==> src/rtl/ss_fifo_sync.sv <==
// ss_fifo_sync: single-clock first-word-fall-through FIFO.
// Holds 2**Bw_a words of Bw_d bits. Pointers carry one extra wrap bit so that
// full and empty are distinguishable with all 2**Bw_a entries usable.
// The head word is always presented on rd_do; rd_en pops it.
module ss_fifo_sync #(
    parameter int Bw_d = 8,
    parameter int Bw_a = 5
) (
    input  logic            clk,
    input  logic            reset,
    input  logic [Bw_d-1:0] wr_di,
    input  logic            wr_en,
    output logic            wr_rdy,
    input  logic            rd_en,
    output logic            rd_rdy,
    output logic [Bw_d-1:0] rd_do
);

    localparam int Depth = 2 ** Bw_a;

    logic [Bw_d-1:0] r_mem [Depth];
    logic [Bw_a:0]   r_wp;
    logic [Bw_a:0]   r_rp;

    logic w_empty;
    logic w_full;
    logic w_wr_fire;
    logic w_rd_fire;

    assign w_empty   = (r_wp == r_rp);
    assign w_full    = (r_wp[Bw_a-1:0] == r_rp[Bw_a-1:0]) && (r_wp[Bw_a] != r_rp[Bw_a]);
    assign w_wr_fire = wr_en && !w_full;
    assign w_rd_fire = rd_en && !w_empty;

    assign wr_rdy = !w_full;
    assign rd_rdy = !w_empty;

    // Head word is read straight from storage so it is visible without a pop.
    assign rd_do = r_mem[r_rp[Bw_a-1:0]];

    // Storage write; contents are never cleared, stale words are unobservable
    // because the pointers define what is valid. Reset blocks writes.
    always_ff @(posedge clk) begin
        if (reset && w_wr_fire) begin
            r_mem[r_wp[Bw_a-1:0]] <= wr_di;
        end
    end

    // Pointer update; reset (active low) wins over any request in that cycle.
    always_ff @(posedge clk) begin
        if (!reset) begin
            r_wp <= '0;
            r_rp <= '0;
        end else begin
            if (w_wr_fire) begin
                r_wp <= r_wp + 1'b1;
            end
            if (w_rd_fire) begin
                r_rp <= r_rp + 1'b1;
            end
        end
    end

endmodule

==> config.mk <==
export PLATFORM = sky130hd
export DESIGN_NAME = ss_fifo_sync
export DESIGN_NICKNAME = d
export VERILOG_FILES = /design/src/rtl/ss_fifo_sync.sv
export SDC_FILE = /design/constraint.sdc
export NUM_CORES = 1
export LEC_CHECK = 0
export ABC_AREA = 1
export CAP_MARGIN = 20
export CORE_MARGIN = 5
export CORE_UTILIZATION = 25
export CTS_BUF_LIST = sky130_fd_sc_hd__clkbuf_16
export CTS_CLUSTER_DIAMETER = 80
export CTS_CLUSTER_SIZE = 14
export DETAILED_ROUTE_END_ITERATION = 10
export PLACE_DENSITY_LB_ADDON = 0.12
export SLEW_MARGIN = 20
export SYNTH_ARGS = -nofsm -noshare
export SYNTH_HDL_FRONTEND = slang
export SYNTH_SLANG_ARGS = --single-unit
export TNS_END_PERCENT = 1
==> constraint.sdc <==
create_clock -name clk -period 2 [get_ports clk]
set_clock_uncertainty 0.15 [all_clocks]
set_input_delay 0.4 -clock clk [delete_from_list [all_inputs] [get_ports clk]]
set_output_delay 0.4 -clock clk [all_outputs]
set_load 0.02 [all_outputs]
# Word level (Yosys, flattened, before mapping)
# Memories as Yosys holds them, arrays and structs flattened. A register that Yosys moved wholly into a read port is not among the register bits.
# Cells that the tools add are included.
[classes]
add_sub_neg = 2
n_eq_ne = 3
n_mux = 4
n_reduce_logical = 6
[op_table]
columns = ["cell", "count"]
rows = [
  ["adder 6 x 1 -> 6 bit (second input constant)", 2],
  ["two-way mux 5 bit", 2],
  ["== test 6 bit", 1],
  ["== test 5 bit", 1],
  ["logical AND 1 bit", 4],
  ["zero test 1 bit", 2],
  ["two-way mux 1 bit", 2],
  ["!= test 1 bit", 1],
]
[word_totals]
elab_cells = 18
memories = 1
ramBits = 256
register_bits = 12
in_bits = 12
[mem_list]
columns = ["memory", "depth", "word_bits", "read_ports", "rd_ports_with_merged_regs", "write_ports", "line_no", "rtl"]
rows = [
  ["r_mem", 32, 8, 1, 1, 1, "21", "logic [Bw_d-1:0] r_mem [Depth];"],
]

# Depth between registers and ports, before layout
[depth]
word_depth = 7
ltp_mapped = 11
mapped_depth_nobuf = 9

# Worst setup path after synthesis
# No wires, ideal clock.
[synth_timing]
path_type = "register to register"
start = "register r_wp[2]"
end = "memory r_mem[12][0], enable pin"
required_time_ns = 1.480
setup_slack_ns = 0.055
t_arrival_ns = 1.425
path_stages_with_launch = 10
path_cell_list = "dfxtp_1 buf_4 inv_2 nand2_1 nand2_1 nor2_4 nand4_4 nand3_2 buf_6 nor2_1"
[synth_between]
elab_chain_cells = 7
[synth_lines]
columns = ["element", "line_no", "rtl"]
rows = [
  ["start, declared", "22", "logic [Bw_a:0] r_wp;"],
  ["start signal, assigned", "56", "r_wp <= r_wp + 1'b1;"],
  ["== test 5 bit", "31", "assign w_full = (r_wp[Bw_a-1:0] == r_rp[Bw_a-1:0]) && (r_wp[Bw_a] != r_rp[Bw_a]);"],
  ["logical AND 1 bit", "31", ""],
  ["zero test 1 bit", "32", "assign w_wr_fire = wr_en && !w_full;"],
  ["logical AND 1 bit", "32", ""],
  ["logical AND 1 bit", "44", "if (reset && w_wr_fire) begin"],
  ["two-way mux 1 bit", "44", ""],
  ["two-way mux 1 bit (not written as such)", "45", "r_mem[r_wp[Bw_a-1:0]] <= wr_di;"],
  ["end, declared", "21", ""],
]
# Several ways; a longest one is shown, not always the timed one.

==> tab_implementation.tex <==
\begin{tabular}{lr}
\hline
Metric & Value \\
\hline
\multicolumn{2}{l}{\textbf{Run status}} \\
Run status & complete, but fails checks \\
Failing checks & negative setup slack \\
\multicolumn{2}{l}{\textbf{Critical path}} \\
Worst EP arrival & 2120 ps \\
Setup crit start kind & flip-flop \\
Class of the most critical setup path & flip-flop to output pin \\
R2r worst-path depth & 10 \\
Largest fanout on the critical path & 8 \\
Critical register-to-register path endpoint & r\_mem[26][6] \\
Critical path required time & 1450 ps \\
Capturing element type of the critical path & output pin \\
Setup slack, reg-to-reg & 130 ps \\
Reg-to-reg startpoint & r\_rp[2] \\
\multicolumn{2}{l}{\textbf{Cells and area}} \\
ANT cells & 0 \\
NumNets Final & 1,206 \\
Ratio of cells with drive above 1 in the final layout & 24.87\% \\
Layout area overhead & 29.38\% \\
\multicolumn{2}{l}{\textbf{Timing}} \\
Slack of the critical path & -667.3 ps \\
Worst max-slew margin expressed relative to the limit & 69.57\% \\
Final min period & 2667 ps \\
Transition at the pin with the smallest max-transition slack & 456.4 ps \\
Final Hold Fails & 0 \\
Total count of max-transition violations in the final report & 0 \\
RSZ-0062 raised after global routing & true \\
Final Setup Violations & 10 \\
Highest clock rate & around 370 MHz \\
Ratio of final minimum period to clock period & 133.4\% \\
Worst hold slack & approximately 370 ps \\
\multicolumn{2}{l}{\textbf{Drt}} \\
Vias after detailed routing & 7,865 \\
ANT nets after route & 0 \\
WL/cell & 18.73 um \\
Number of remaining DRC errors & 0 \\
Number of optimization iterations in the first detailed-route pass & 5 \\
Vias per cell & 4.374 \\
Overall routed net length & 33,680 um \\
Initial detailed-routing violation count & 578 \\
\multicolumn{2}{l}{\textbf{Synthesis}} \\
Share of the synthesized area in the top cell type & 66.80\% \\
Gate count of the mapped netlist & 1,069 \\
Net count after synthesis & about 1,100 \\
Post-synthesis area per instance & 10.76 um\^{}2 \\
Number of synthesized flops with an enable pin & 256 \\
Library cell with the highest instance count after synthesis & nand2\_1 \\
Total number of yosys warnings & 0 \\
Number of register bits inferred by synthesis & approximately 270 \\
Most frequent cells after synthesis & nand2\_1, edfxtp\_1, nand3\_1 \\
Number of distinct library cell variants in the gate-level netlist after synthesis & 23 \\
Sequential-to-total area share from yosys stat & 69.76\% \\
Cell type with the highest aggregate area in the netlist & edfxtp\_1 \\
Post-synth top flop & edfxtp\_1 \\
Post-synthesis async set-or-reset flop share & 0\% \\
Synthesized cell area & 11,510 um\^{}2 \\
Cell types occupying the most area after synthesis & edfxtp\_1, nand2\_1, nand3\_1, dfxtp\_1, nor2\_1 \\
\multicolumn{2}{l}{\textbf{Clock network}} \\
Max clock buf depth & 3 \\
CTS HTree Levels & 1 \\
TritonCTS clock tree & yes \\
Insertion delay of the later-clocked pin in the worst-skew pair & $\sim$520 ps \\
Clock buffer count from CTS & 24 \\
Number of buffers inserted by hold repair at cts & 0 \\
Register clock-pin slew on the reported worst setup and hold paths & 70 ps \\
Clock net sink count & between 200 and 300 \\
Cell at the root of the clock tree & clkbuf\_16 \\
\multicolumn{2}{l}{\textbf{Floorplanning}} \\
Die Height & 224.5 um \\
Core box area & $\sim$45,000 um\^{}2 \\
Row cnt & 78 \\
Initial standard-cell utilization of the core & 25.30\% \\
Die X-Extent & 224.5 um \\
Total die area & 50,420 um\^{}2 \\
Number of primary I/O pins & 22 \\
\multicolumn{2}{l}{\textbf{Power and ir drop}} \\
Overall power of the completed layout & 0.01319 W \\
Pwr/cell area & 886.0 nW/um\^{}2 \\
Leakage power summed over all cells & around 5.5 nW \\
VDD IR-drop max & 0.4348 mV \\
\multicolumn{2}{l}{\textbf{Global route}} \\
Vias in the first global route & 8,120 \\
Maximum number of pins on one net before global-route repair & 33 \\
Total grt overflow & 0 \\
Antenna violations before repair & 0 \\
Wire length of the first global-routing pass & around 52,000 um \\
GRT Resource Usage Total & 13.35\% \\
\multicolumn{2}{l}{\textbf{Hold path}} \\
Startpoint of the most critical hold path & r\_wp[0] \\
Hold path cells & 2 \\
Worst hold path class & flip-flop to flip-flop \\
Worst min-delay path endpoint & r\_wp[0] \\
\multicolumn{2}{l}{\textbf{Run}} \\
Number of violations of the max-capacitance limit & 0 \\
\multicolumn{2}{l}{\textbf{Placement}} \\
Post-detailed-placement half-perimeter wirelength & 20,490 um \\
Global placer's final weighted congestion & 0.7481 \\
Port Buf Inserts & 21 \\
\hline
\end{tabular}
-- cells in the final DEF, fill, tap and decap left out, types with 11 or more instances in the layout --
master	count
inv_1	21
buf_6	14
nand2_1	372
nand3_1	153
nand2_2	45
clkdlybuf4s50_1	11
nor2_1	54
buf_4	92
buf_12	28
edfxtp_1	256
clkbuf_16	24
nand3_2	51
-- cells by family (layout without fill, tap and decap cells) --
kind of cell,after synthesis,after routing,synth area share [%]
simple gates,693,693,25.41
flops,273,273,69.76
buf+inv,85,214,3.621
compound gates,10,10,0.4349
fa+ha+maj,5,5,0.5437
xor+xnor,3,3,0.2284
-- metal layers --
layer	track usage, %	share of wire, %	up-vias
li1	-	-	3885
met2	22.16	47	91
met3	1.762	2.6	34
met4	2.416	1.5	0
met1	19.01	49	3855
met5	0	0	-
-- cell type report --
class | count | area (um^2)
sequential | 273 | 8044
timing repair buffer | 158 | 1829
fill | 4682 | 30590
multi-input combinational | 711 | 3476
timing repair inverter | 1 | 6.256
clock buffer | 24 | 600.6
tap | 600 | 750.7
inverter | 20 | 91.34
clock inverter | 11 | 90.09
-- worst max-delay path: stages (launching register included) --
cell     delay, ps
dfxtp_4        400
buf_12         140
inv_16          50
buf_8          120
buf_16         130
buf_12         140
nand2_2         60
nand3_2         70
nand3_2         70
nand2_1         50
nand2_1         60
nand2_1         40
nand2_1         60
nand2_2         70
buf_6          130
-- sequential cells by signal (all words and copies together), names as in the netlist, named ones only --
register  cells
r_wp          6
r_rp          6
r_mem       256
-- per-stage QoR --
step	area (um^2)	TNS [ps]	worst slack, ps	instances	util, %
floorplan	11510	0	55.20	1069	-
global placement	13330	-5186	-678.3	1746	29.31
detailed placement	13330	-5164	-677.2	1746	29.31
CTS	14750	-5587	-681.4	1798	32.43
global route	14890	-6407	-779.9	1798	32.74
finish	14890	-5262	-667.3	1798	32.74
-- where the power goes --
part	internal, W	switching (W)	leakage, nW
clock network	0.00230	0.00212	0.363
registers	0.00627	0.0000278	2.45
logic	0.00103	0.00144	2.73
total	0.00960	0.00359	5.53
-- timing repair --
action / in CTS / in global routing
setup buffers: 8 / 0
setup endpoints to repair: 10 / 202
resized for setup: 161 / 38
pin swaps: 46 / 9
cloned: 9 / 0
-- how the worst max path moves through the flow --
stage               startpoint           end
floorplan              r_wp[2]  r_mem[12][0]
global placement     flip-flop      rd_do[7]
detailed placement   flip-flop      rd_do[7]
CTS                  flip-flop      rd_do[7]
global route         flip-flop      rd_do[7]
finish               flip-flop      rd_do[2]
Power figures use the tool's default switching activity.
